### config.mk
export PLATFORM = sky130hd
export DESIGN_NAME = fft_frame_ctrl
export DESIGN_NICKNAME = d
export VERILOG_FILES = /design/src/rtl/fft_frame_ctrl.sv
export SDC_FILE = /design/constraint.sdc
export NUM_CORES = 1
export LEC_CHECK = 0
export ABC_CLOCK_PERIOD_IN_PS = 2000
export BUFFER_PORTS_ARGS = -buffer_cell sky130_fd_sc_hd__buf_2
export CORE_UTILIZATION = 35
export DETAILED_ROUTE_END_ITERATION = 6
export PLACE_DENSITY = 0.72
export SYNTH_ARGS = -nofsm -noshare
export SYNTH_HDL_FRONTEND = slang
export SYNTH_SLANG_ARGS = --single-unit
export TNS_END_PERCENT = 30
### constraint.sdc
create_clock -name clk -period 2 [get_ports clk]
set_input_delay 0.4 -clock clk [delete_from_list [all_inputs] [get_ports clk]]
set_output_delay 0.4 -clock clk [all_outputs]
set_load 0.1 [all_outputs]
### src/rtl/fft_frame_ctrl.sv
// Frame sequencer for the 32-point radix-2 SDF FFT: sample intake, flush, stage decode, sorter strobes.
// Optional DRAIN watchdog is compiled in with `define FFT_WDOG_EN.
module fft_frame_ctrl #(
    parameter int N_LOG2   = 5,
    parameter int SDF_LAT  = 31,
    parameter int CNT_W    = $clog2(SDF_LAT + (1 << N_LOG2)),
    parameter int WDOG_CYC = 64
) (
    input  logic                             clk,
    input  logic                             rst,
    input  logic                             start,
    input  logic                             in_valid,
    output logic                             in_ready,
    output logic                             dp_en,
    output logic                             dp_zero,
    output logic [N_LOG2-1:0]                stage_bfly,
    output logic [N_LOG2*(N_LOG2-1)-1:0]     tw_addr,
    output logic                             sort_wr,
    output logic [N_LOG2-1:0]                sort_idx,
    input  logic                             sort_done,
    output logic                             busy,
    output logic                             frame_done,
    output logic                             wdog_err
);

    localparam int N    = 1 << N_LOG2;
    localparam int TW_W = N_LOG2 - 1;

    localparam logic [CNT_W-1:0] T_LOAD_LAST = CNT_W'(N - 1);
    localparam logic [CNT_W-1:0] T_FIRST_OUT = CNT_W'(SDF_LAT);
    localparam logic [CNT_W-1:0] T_LAST      = CNT_W'(SDF_LAT + N - 1);

    localparam logic [1:0] S_IDLE  = 2'd0;
    localparam logic [1:0] S_LOAD  = 2'd1;
    localparam logic [1:0] S_FLUSH = 2'd2;
    localparam logic [1:0] S_DRAIN = 2'd3;

    if (SDF_LAT < N - 1) begin : g_lat_chk
        $error("fft_frame_ctrl: SDF_LAT must be >= N-1");
    end
    if (WDOG_CYC < 2) begin : g_wdog_chk
        $error("fft_frame_ctrl: WDOG_CYC must be >= 2");
    end

    logic [1:0]       state_q, state_d;
    logic [CNT_W-1:0] t_q, t_d;
    logic             busy_q, busy_d;
    logic             frame_done_q, frame_done_d;
    logic             wdog_fire;

    always_comb begin
        state_d      = state_q;
        t_d          = t_q;
        frame_done_d = 1'b0;
        case (state_q)
            S_IDLE: begin
                if (start) begin
                    state_d = S_LOAD;
                    t_d     = '0;
                end
            end
            S_LOAD: begin
                if (in_valid) begin
                    t_d = t_q + CNT_W'(1);
                    if (t_q == T_LOAD_LAST) begin
                        state_d = S_FLUSH;
                    end
                end
            end
            S_FLUSH: begin
                t_d = t_q + CNT_W'(1);
                if (t_q == T_LAST) begin
                    state_d = S_DRAIN;
                    t_d     = '0;
                end
            end
            S_DRAIN: begin
                if (sort_done || wdog_fire) begin
                    frame_done_d = 1'b1;
                    state_d      = S_IDLE;
                end
            end
            default: begin
                state_d = S_IDLE;
                t_d     = '0;
            end
        endcase
        busy_d = (state_d != S_IDLE);
    end

    always_ff @(posedge clk) begin
        if (rst) begin
            state_q      <= S_IDLE;
            t_q          <= '0;
            busy_q       <= 1'b0;
            frame_done_q <= 1'b0;
        end else begin
            state_q      <= state_d;
            t_q          <= t_d;
            busy_q       <= busy_d;
            frame_done_q <= frame_done_d;
        end
    end

`ifdef FFT_WDOG_EN
    localparam int WD_W = $clog2(WDOG_CYC);
    localparam logic [WD_W-1:0] WDOG_LAST = WD_W'(WDOG_CYC - 1);

    logic [WD_W-1:0] wdog_cnt_q, wdog_cnt_d;
    logic            wdog_err_q, wdog_err_d;

    // Counter is zero on the first DRAIN cycle because it is cleared in every other state.
    always_comb begin
        wdog_cnt_d = (state_q == S_DRAIN) ? wdog_cnt_q + WD_W'(1) : '0;
        wdog_fire  = (state_q == S_DRAIN) && !sort_done && (wdog_cnt_q == WDOG_LAST);
        wdog_err_d = wdog_err_q | wdog_fire;
    end

    always_ff @(posedge clk) begin
        if (rst) begin
            wdog_cnt_q <= '0;
            wdog_err_q <= 1'b0;
        end else begin
            wdog_cnt_q <= wdog_cnt_d;
            wdog_err_q <= wdog_err_d;
        end
    end

    assign wdog_err = wdog_err_q;
`else
    assign wdog_fire = 1'b0;
    assign wdog_err  = 1'b0;
`endif

    assign busy       = busy_q;
    assign frame_done = frame_done_q;
    assign in_ready   = (state_q == S_LOAD);
    assign dp_zero    = (state_q == S_FLUSH);
    assign dp_en      = (in_ready & in_valid) | dp_zero;

    // Stage decode follows t only on enabled cycles, so a stalled LOAD shows all zeros.
    always_comb begin
        stage_bfly = '0;
        tw_addr    = '0;
        sort_wr    = 1'b0;
        sort_idx   = '0;
        if (dp_en) begin
            for (int s = 0; s < N_LOG2; s++) begin
                stage_bfly[s]              = t_q[N_LOG2-1-s];
                tw_addr[s*TW_W +: TW_W]    = t_q[TW_W-1:0] << s;
            end
            sort_wr = (t_q >= T_FIRST_OUT) && (t_q <= T_LAST);
            if (sort_wr) begin
                sort_idx = N_LOG2'(t_q - T_FIRST_OUT);
            end
        end
    end

endmodule

[Word-level counts from Yosys, hierarchy flattened]
Index checks and enable logic that the tools add are counted.
Storage, ports and cells
  register bits: 10
  latch bits: 0
  RAM bits: 0
  memory bits (read-only): 0
  input port bits: 5
  output and inout port bits: 37
  word-level logic and storage cells: 40
  memories kept: 0
Operators by class
  add/sub/neg operators: 2
  $mul: 0
  div/mod/pow operators: 0
  magnitude comparators: 2
  eq/ne operators: 7
  shift operators: 0
  muxes and demuxes: 16
  bitwise gates (word level): 3
  reduce and logical (&&, ||, !) cells: 6
Operators by type and width (number)
  6-bit 2-to-1 mux: 3
  6-bit case mux with 3 select lines: 1
  16-bit 2-to-1 mux: 1
  5-bit 2-to-1 mux: 3
  2-bit 2-to-1 mux: 5
  2-bit case mux with 4 select lines: 1
  6-bit by 1-bit adder with 6-bit output, second input constant: 1
  6-bit by 5-bit equality test with 1-bit output, second input constant: 1
  6-bit equality test, second input constant: 1
  6-bit by 5-bit >= comparator with 1-bit output, second input constant: 1
  6-bit less-or-equal comparator, second input constant: 1
  5-bit subtractor, second input constant: 1
  2-bit equality test, second input constant: 2
  2-bit inequality test, second input constant: 2
  3-bit AND reduction: 1
  3-bit nonzero test: 1
  2-bit by 1-bit equality test with 1-bit output, second input constant: 1
  2-bit logical NOT: 1
  1-bit 2-to-1 mux: 2
  2-bit nonzero test: 1
  2-bit OR reduction: 1
  1-bit bitwise AND: 1
  1-bit logical AND: 1
  1-bit NOT: 1
  1-bit OR: 1

[Depth between registers and ports, before layout]
Gate-level depths: netlist of run 1.
  depth in word-level cells: 5
  gate-level depth with buffers: 7
  gate-level depth less buffers: 6

[Least setup slack after synthesis of run 1]
No wires, ideal clock.
  kind: register -> output
  start point: reg state_q[1]
  end point: out tw_addr[11]
  arrival: 3648 ps
  slack: -2048 ps
  stages on the path, launching flop included: 6
  buffers on the path: 1
  cell sequence: dfxtp_1 inv_1 ha_1 a21oi_1 nor2b_1 buf_4
On the way
  cells in the longest elaborated chain, start to end: 4
  elaborated cells on any way between the ends: 5
  classes of those cells: eq/ne (2); mux (1); bitwise (2)
RTL lines
  start: declaration: line 45  | logic [1:0] state_q, state_d;
  start signal: assignment: line 98  | state_q <= state_d;
  2-bit by 1-bit equality test with 1-bit output: line 137  | assign in_ready = (state_q == S_LOAD);
  named net in_ready: line 13  | output logic in_ready,
  1-bit bitwise AND: line 139  | assign dp_en = (in_ready & in_valid) | dp_zero;
  1-bit OR: line 139
  16-bit 2-to-1 mux: line 147  | if (dp_en) begin
  end: declaration: line 17  | output logic [N_LOG2*(N_LOG2-1)-1:0] tw_addr,
The timed path passes the listed nets, and every way through them passes these cells.

[Worst setup path after layout of run 1]
  start point: reg t_q[1]
  end point: out sort_idx[4]
On the way
  cells in the longest elaborated chain, start to end: 4
  elaborated cells on any way between the ends: 6
  classes of those cells: add/sub (1); order compare (2); mux (2); reduce/logical (1)
RTL lines
  start: declaration: line 46  | logic [CNT_W-1:0] t_q, t_d;
  start signal: assignment: line 99  | t_q <= t_d;
  6-bit by 5-bit >= comparator with 1-bit output / 6-bit less-or-equal comparator (equally long branches): line 152  | sort_wr = (t_q >= T_FIRST_OUT) && (t_q <= T_LAST);
  1-bit logical AND: line 152
  5-bit 2-to-1 mux *: line 153  | if (sort_wr) begin
  5-bit 2-to-1 mux *: line 147
  end: declaration: line 19  | output logic [N_LOG2-1:0] sort_idx,
Every way passes the cells marked *; elsewhere a longest branch is shown, timed or not.

==> metrics, run 1 <==
CP bufs+invs 1; WP data arrival 1.70 ns; clock sink count 10; Via Count 903; Async SR Flop Fraction 0%; Clock transition at path regs 0.08 ns; register share of total power 33.0%; clock share of power 30.6%; worst-path cell chain ha_4 -> nand2b_4 -> or2_4 -> a21o_4 -> a21oi_4 -> buf_12; Placed Cells incl. Taps 177; gpl congestion 0.871; core area 2480 sq um; maximum clock path buffer count 2; Initial Util 37.0%; total grt overflow 0; share of layout cells above drive strength 1 53.9%; CP Capture Point sort_idx[4]; CTS tree done; fin. max-slew vios 0; DIE AREA 2830 sq um; n_diodes 0; RSZ-0062 raised after global routing true; WL final 2220 um; crit path kind reg2out; Lkg Pwr 0.636 nW; Post-Synthesis Cells 118; Final period util 105%; Hold WC Path Type in2reg; Hold Vio Cnt, Final 0; sequential-to-total area share from yosys stat 21.8%; mapped cell area 917 sq um; Power Density 386 nW/um^2; Worst path depth 6; Sw Share 43.2%; Clk Latency, worst-skew pair 0.27 ns; area delta synth->final 76.1%; violated checks setup timing; port bufs 30; gr usage total 17.9%; CP max-delay cell dfxtp_4; Finished Layout Cells 184; synth unique cells 33; Reg2Reg Depth 6; Internal Pwr Total 0.000355 W; P_sw 0.000270 W; post-route antenna net violation count 0; Comb power frac 36.3%; Synth warnings 0; CP Launch Type register; Setup Skew 0.00482 ns; drt pass-1 iters 4; Die Height 53.2 um; Max Clk Rate 0.475 GHz; H-tree levels 1; first-pass GRT wire length 3710 um; Num CTS Buffers 3; maximum VDD drop 0.471 mV; I/O pins 42; #FFs+latches synth 10; vias in the first global route 873; Initial DRC Count 16; total of max-cap violations 0; Horiz. Die Dim 53.2 um; Worst path max stage delay 0.38 ns; total power 0.000624 W; CP max FO 6; CP Launch Point t_q[1]$_SDFFE_PP0P_; fillers 198; Final WS setup -0.103 ns; r2r setup slk 0.15 ns; status finished, violations left; CP endpoint kind output pin; reg2reg start state_q[0]$_SDFF_PP0_; CP delay by family, top compound AO/OA/AOI/OAI gates; CTS Root Cell clkbuf_4; Top FF cell, synth dfxtp_1; initial antenna violation count 0; fin crit period 2.10 ns; via/cell ratio 4.91; # DRC 0; Layout Nets 167; Mean Syn Cell Area 7.77 sq um; largest net degree at the start of global routing 9; Reg2Reg Capture Point t_q[5]$_SDFFE_PP0P_; Final HPWL DP 1790 um; setup violators final 15; Post-synth EDFFs 0; WL per Instance 12.0 um; row count 18; Worst Path Required 1.60 ns
how the worst min path moves through the flow:
stage                                  to  slack [ns]  depth (start not counted)                start
CTS                   t_q[1]$_SDFFE_PP0P_        0.35                          2                  rst
finish                t_q[1]$_SDFFE_PP0P_        0.36                          2                  rst
floorplan           state_q[0]$_SDFF_PP0_        0.46                          1                  rst
global placement      t_q[1]$_SDFFE_PP0P_        0.49                          2  t_q[1]$_SDFFE_PP0P_
detailed placement    t_q[1]$_SDFFE_PP0P_        0.51                          2  t_q[1]$_SDFFE_PP0P_
global route          t_q[1]$_SDFFE_PP0P_        0.36                          2                  rst
sequential cells by signal (all words and copies together) (netlist names):
signal      cells
busy            1
state_q         2
frame_done      1
t_q             6
cell type report:
type,count,area (sq um),area share [%]
clock buffers,4,36.3,2.25
repair buffers,45,573,35.5
multi-input cells,86,713,44.2
flip-flops and latches,10,215,13.3
inverters,9,40.0,2.48
well taps,30,37.5,2.32
per-layer routing:
metal	vias to the layer above	global-route usage [%]	part of all wire [%]
li1	445	-	-
met1	414	19.2	38
met2	42	35.7	54
met3	2	2.59	7.2
met4	0	4.39	0.45
met5	-	0	0
power by group through the flow:
stage	clock (W)	sequential [W]	combinational, W
global route	0.000207	0.000207	0.000238
global placement	0	0.000212	0.000219
floorplan	0	0.000229	0.000192
detailed placement	0	0.000213	0.000222
CTS	0.000192	0.000206	0.000225
finish	0.000191	0.000206	0.000227
Yosys cell counts, types with 3 or more instances:
cell type / number / area share, %
buf_4: 22 / 18
dfxtp_1: 10 / 22
inv_1: 9 / 3.7
nand2_1: 9 / 3.7
a21oi_1: 7 / 3.8
ha_1: 7 / 9.5
nor2b_1: 7 / 4.8
nor2_1: 6 / 2.5
or2_2: 4 / 2.7
a21o_1: 3 / 2.5
nand2b_1: 3 / 2.0
nor4_1: 3 / 2.0
or3_1: 3 / 2.0
stage by stage:
stage          cell area, sq um  hold WS [ns]  TNS, ns  utilization [%]  setup slack [ns]
2_1_floorplan              1190         0.465    -4.27                -            -0.314
3_3_place_gp               1500         0.494        0             60.4            0.0788
3_5_place_dp               1500         0.510        0             60.4            0.0136
4_1_cts                    1580         0.350   -0.960             63.7            -0.127
5_1_grt                    1620         0.357    -1.67             65.2            -0.174
6_report                   1620         0.357   -0.780             65.2            -0.103
what timing repair did:
action,CTS,global route
pin swaps,5,5
gates resized for setup,13,7
endpoints found under the setup margin,19,19
hold buffers,0,0
setup buffers,2,1
cell usage in the layout, fill, tap and decap left out, types with 2 or more instances in the layout:
cell type,count
dfxtp_1,6
inv_1,5
a21oi_1,4
ha_4,3
buf_12,20
inv_2,2
clkbuf_4,3
a21oi_4,3
or3_1,3
buf_6,2
nor2b_4,3
dfxtp_4,4
buf_2,9
ha_1,3
nor2b_1,3
nor3_1,2
conb_1,11
o211ai_1,2
nor2_4,4
nand2b_4,2
nand3_1,2
or2_4,3
nand2_1,9
a211o_1,2
a21o_1,2
nor2_1,2
nor4_1,3
buf_4,14
cells by family after synthesis:
| kind of cell | share of synthesized area (%) |
|---|---|
| AO/OA/AOI/OAI | 16.9 |
| XOR/XNOR | 0.955 |
| adder cells (fa/ha/maj) | 9.55 |
| buffers and inverters | 22.2 |
| flip-flops | 21.8 |
| other | 0.409 |
| AND/OR/NAND/NOR | 28.1 |
Power figures use the tool's default switching activity.
==> run 2, diff against run 1 <==
- ABC_AREA: not set -> 1
==> run 2 against run 1 <==
  * The run still ends with setup timing left
  * First-iteration DRC count decreased by 50%
  * Clock skew about the same
  * Cell count increased by 13%
  * Worst setup slack got worse by 0.0086 ns
  * Routed wire length increased by 12%
  * Via count increased by 5.2%
  * Global-route usage about the same
==> metrics, run 2 <==
status finished, violations left; violated checks setup timing; Horiz. Die Dim 53.5 um; gr usage total 17.9%; WL per Instance 11.9 um; CP bufs+invs 4; total of max-cap violations 0; port bufs 30; CP delay by family, top buffers and inverters; Worst Path Required 1.60 ns; Post-Synthesis Cells 141; synth unique cells 21; vias in the first global route 878; n_diodes 0; sequential-to-total area share from yosys stat 21.6%; setup violators final 10; Max Clk Rate 0.473 GHz; CP max-delay cell dfxtp_4; Largest register FFs 6; hold_ws 0.372 ns; crit path kind reg2out; maximum clock path buffer count 2; DIE AREA 2860 sq um; clock sink count 10; largest net degree at the start of global routing 8; Initial DRC Count 8; RSZ-0062 raised after global routing true; area delta synth->final 77.1%; I/O pins 42; Clock transition at path regs 0.06 ns; initial antenna violation count 0; Lkg Pwr 0.680 nW; Hold Vio Cnt, Final 0; CTS tree done; Die Height 53.5 um; commonest non-fill, non-tap cell in the layout nand2_1; maximum VDD drop 0.452 mV; Clk Latency, worst-skew pair 0.26 ns; Worst path max stage delay 0.38 ns; commonest cells after routing, fill and taps aside nand2_1, buf_12, inv_1, nor2_4, conb_1; # DRC 0; first-pass GRT wire length 3680 um; CP max FO 4; Power Density 443 nW/um^2; Worst path most repeated cell buf_12; gpl congestion 0.876; Final HPWL DP 1750 um; Initial Util 37.1%; Top reg by flops t_q; #FFs+latches synth 10; fin crit period 2.11 ns; CTS Root Cell clkbuf_4; Mean Syn Cell Area 6.58 sq um; total power 0.000729 W; core area 2500 sq um; top post-synthesis cells by area dfxtp_1, buf_4, nand2_1, ha_1, inv_1; Num CTS Buffers 3; drt pass-1 iters 4; Layout Nets 190; Post-synth EDFFs 0; Final WS setup -0.112 ns; via/cell ratio 4.59; fin. max-slew vios 0; Top FF cell, synth dfxtp_1; Setup Skew 0.00453 ns; Final period util 106%; WP data arrival 1.71 ns; largest registers t_q x6, state_q x2; row count 18; final core utilization 65.8%; share of layout cells above drive strength 1 48.6%; Async SR Flop Fraction 0%; CP Launch Type register; Hold WC Path Type in2reg; top-count cell post-synth nand2_1; Via Count 950; post-synth top area cell dfxtp_1; CP endpoint kind output pin; total grt overflow 0; mapped cell area 928 sq um; post-route antenna net violation count 0; worst-path cell chain inv_4 -> ha_4 -> a21oi_4 -> clkinvlp_4 -> nand3_4 -> buf_12 -> nor2_4 -> buf_12; Synth top cells by count nand2_1, buf_4, inv_1; post-synth top area share 21.6%; Total Neg Setup Slack -0.541 ns; fillers 178; Synth warnings 0; WL final 2470 um; hold buffer count at CTS 0; H-tree levels 1
-- run 2: cell types whose count changed in the layout (fill, tap and decap cells not counted), sizes merged, moves of 3 or more --
cell    before  now
nor2         6   21
inv          8   18
nand2        9   36
or3          3    0
or2          4    0
a21o         3    0
nand3        3    8
nor4         3    0
nor2b        7    0
nand2b       3    0
-- run 2: per-stage QoR --
step | setup slack (ns) | cells | cell area [sq um]
after floorplan | -0.718 | 151 | 1090
after global placement | 0.115 | 193 | 1450
after detailed placement | 0.0271 | 193 | 1450
after CTS | -0.146 | 203 | 1550
after global routing | -0.163 | 207 | 1640
final | -0.112 | 207 | 1640
-- run 2: metal layers --
| metal | global-route usage [%] | part of all wire, % | up-vias |
|---|---|---|---|
| met5 | 0 | 0 | - |
| met4 | 11.4 | 1.4 | 0 |
| met3 | 2.30 | 6.0 | 4 |
| met2 | 33.1 | 54 | 44 |
| met1 | 18.8 | 38 | 432 |
| li1 | - | - | 470 |
-- run 2: worst reg2reg max path: stages (launching register included) --
cell and delay (ns):
dfxtp_4 0.38, inv_4 0.05, buf_4 0.12, ha_1 0.18, inv_1 0.16, nor2_2 0.09
nor2_4 0.17, nand2_2 0.10, nor2_1 0.11, nand2_1 0.07, a21oi_1 0.13
-- run 2: cells by family (layout without fill, tap and decap cells) --
| group | Yosys count | count (layout) | share of synthesized area [%] |
|---|---|---|---|
| other | 1 | 11 | 0.404 |
| flip-flops | 10 | 10 | 21.6 |
| buffers and inverters | 42 | 68 | 25.9 |
| adder cells (fa/ha/maj) | 7 | 7 | 9.43 |
| AND/OR/NAND/NOR | 67 | 67 | 33.6 |
| AO/OA/AOI/OAI | 12 | 12 | 7.28 |
| XOR/XNOR | 2 | 2 | 1.89 |
-- run 2: area by class of cell --
type | count | area (sq um) | share of cell area (%)
Inverter | 20 | 87.6 | 5.33
Timing Repair Buffer | 44 | 611 | 37.1
Clock buffer | 4 | 26.3 | 1.60
Tap cell | 30 | 37.5 | 2.28
Sequential cell | 10 | 221 | 13.5
Multi-Input combinational cell | 99 | 661 | 40.2
-- run 2: repair_timing --
action,CTS,global route
pin swaps,6,4
cloned,0,0
hold endpoints to repair,0,0
buffers inserted,6,4
setup endpoints to repair,13,10
resized for setup,5,16
-- run 2: worst paths after layout --
kind	cells after the start	slack [ns]	to	from
worst max register to register	10	0.35	t_q[1]$_SDFFE_PP0P_	state_q[0]$_SDFF_PP0_
worst min-delay path	2	0.37	t_q[4]$_SDFFE_PP0P_	rst
worst min register to register	2	0.52	t_q[3]$_SDFFE_PP0P_	t_q[3]$_SDFFE_PP0P_
worst max-delay path	8	-0.11	sort_idx[4]	state_q[1]$_SDFF_PP0_
-- run 2: where the power goes --
group / internal, W / switching (W) / total (W)
clock: 0.0000766 / 0.0000597 / 0.000136
combinational: 0.0000886 / 0.000287 / 0.000376
sequential: 0.000206 / 0.0000108 / 0.000217
total: 0.000371 / 0.000358 / 0.000729
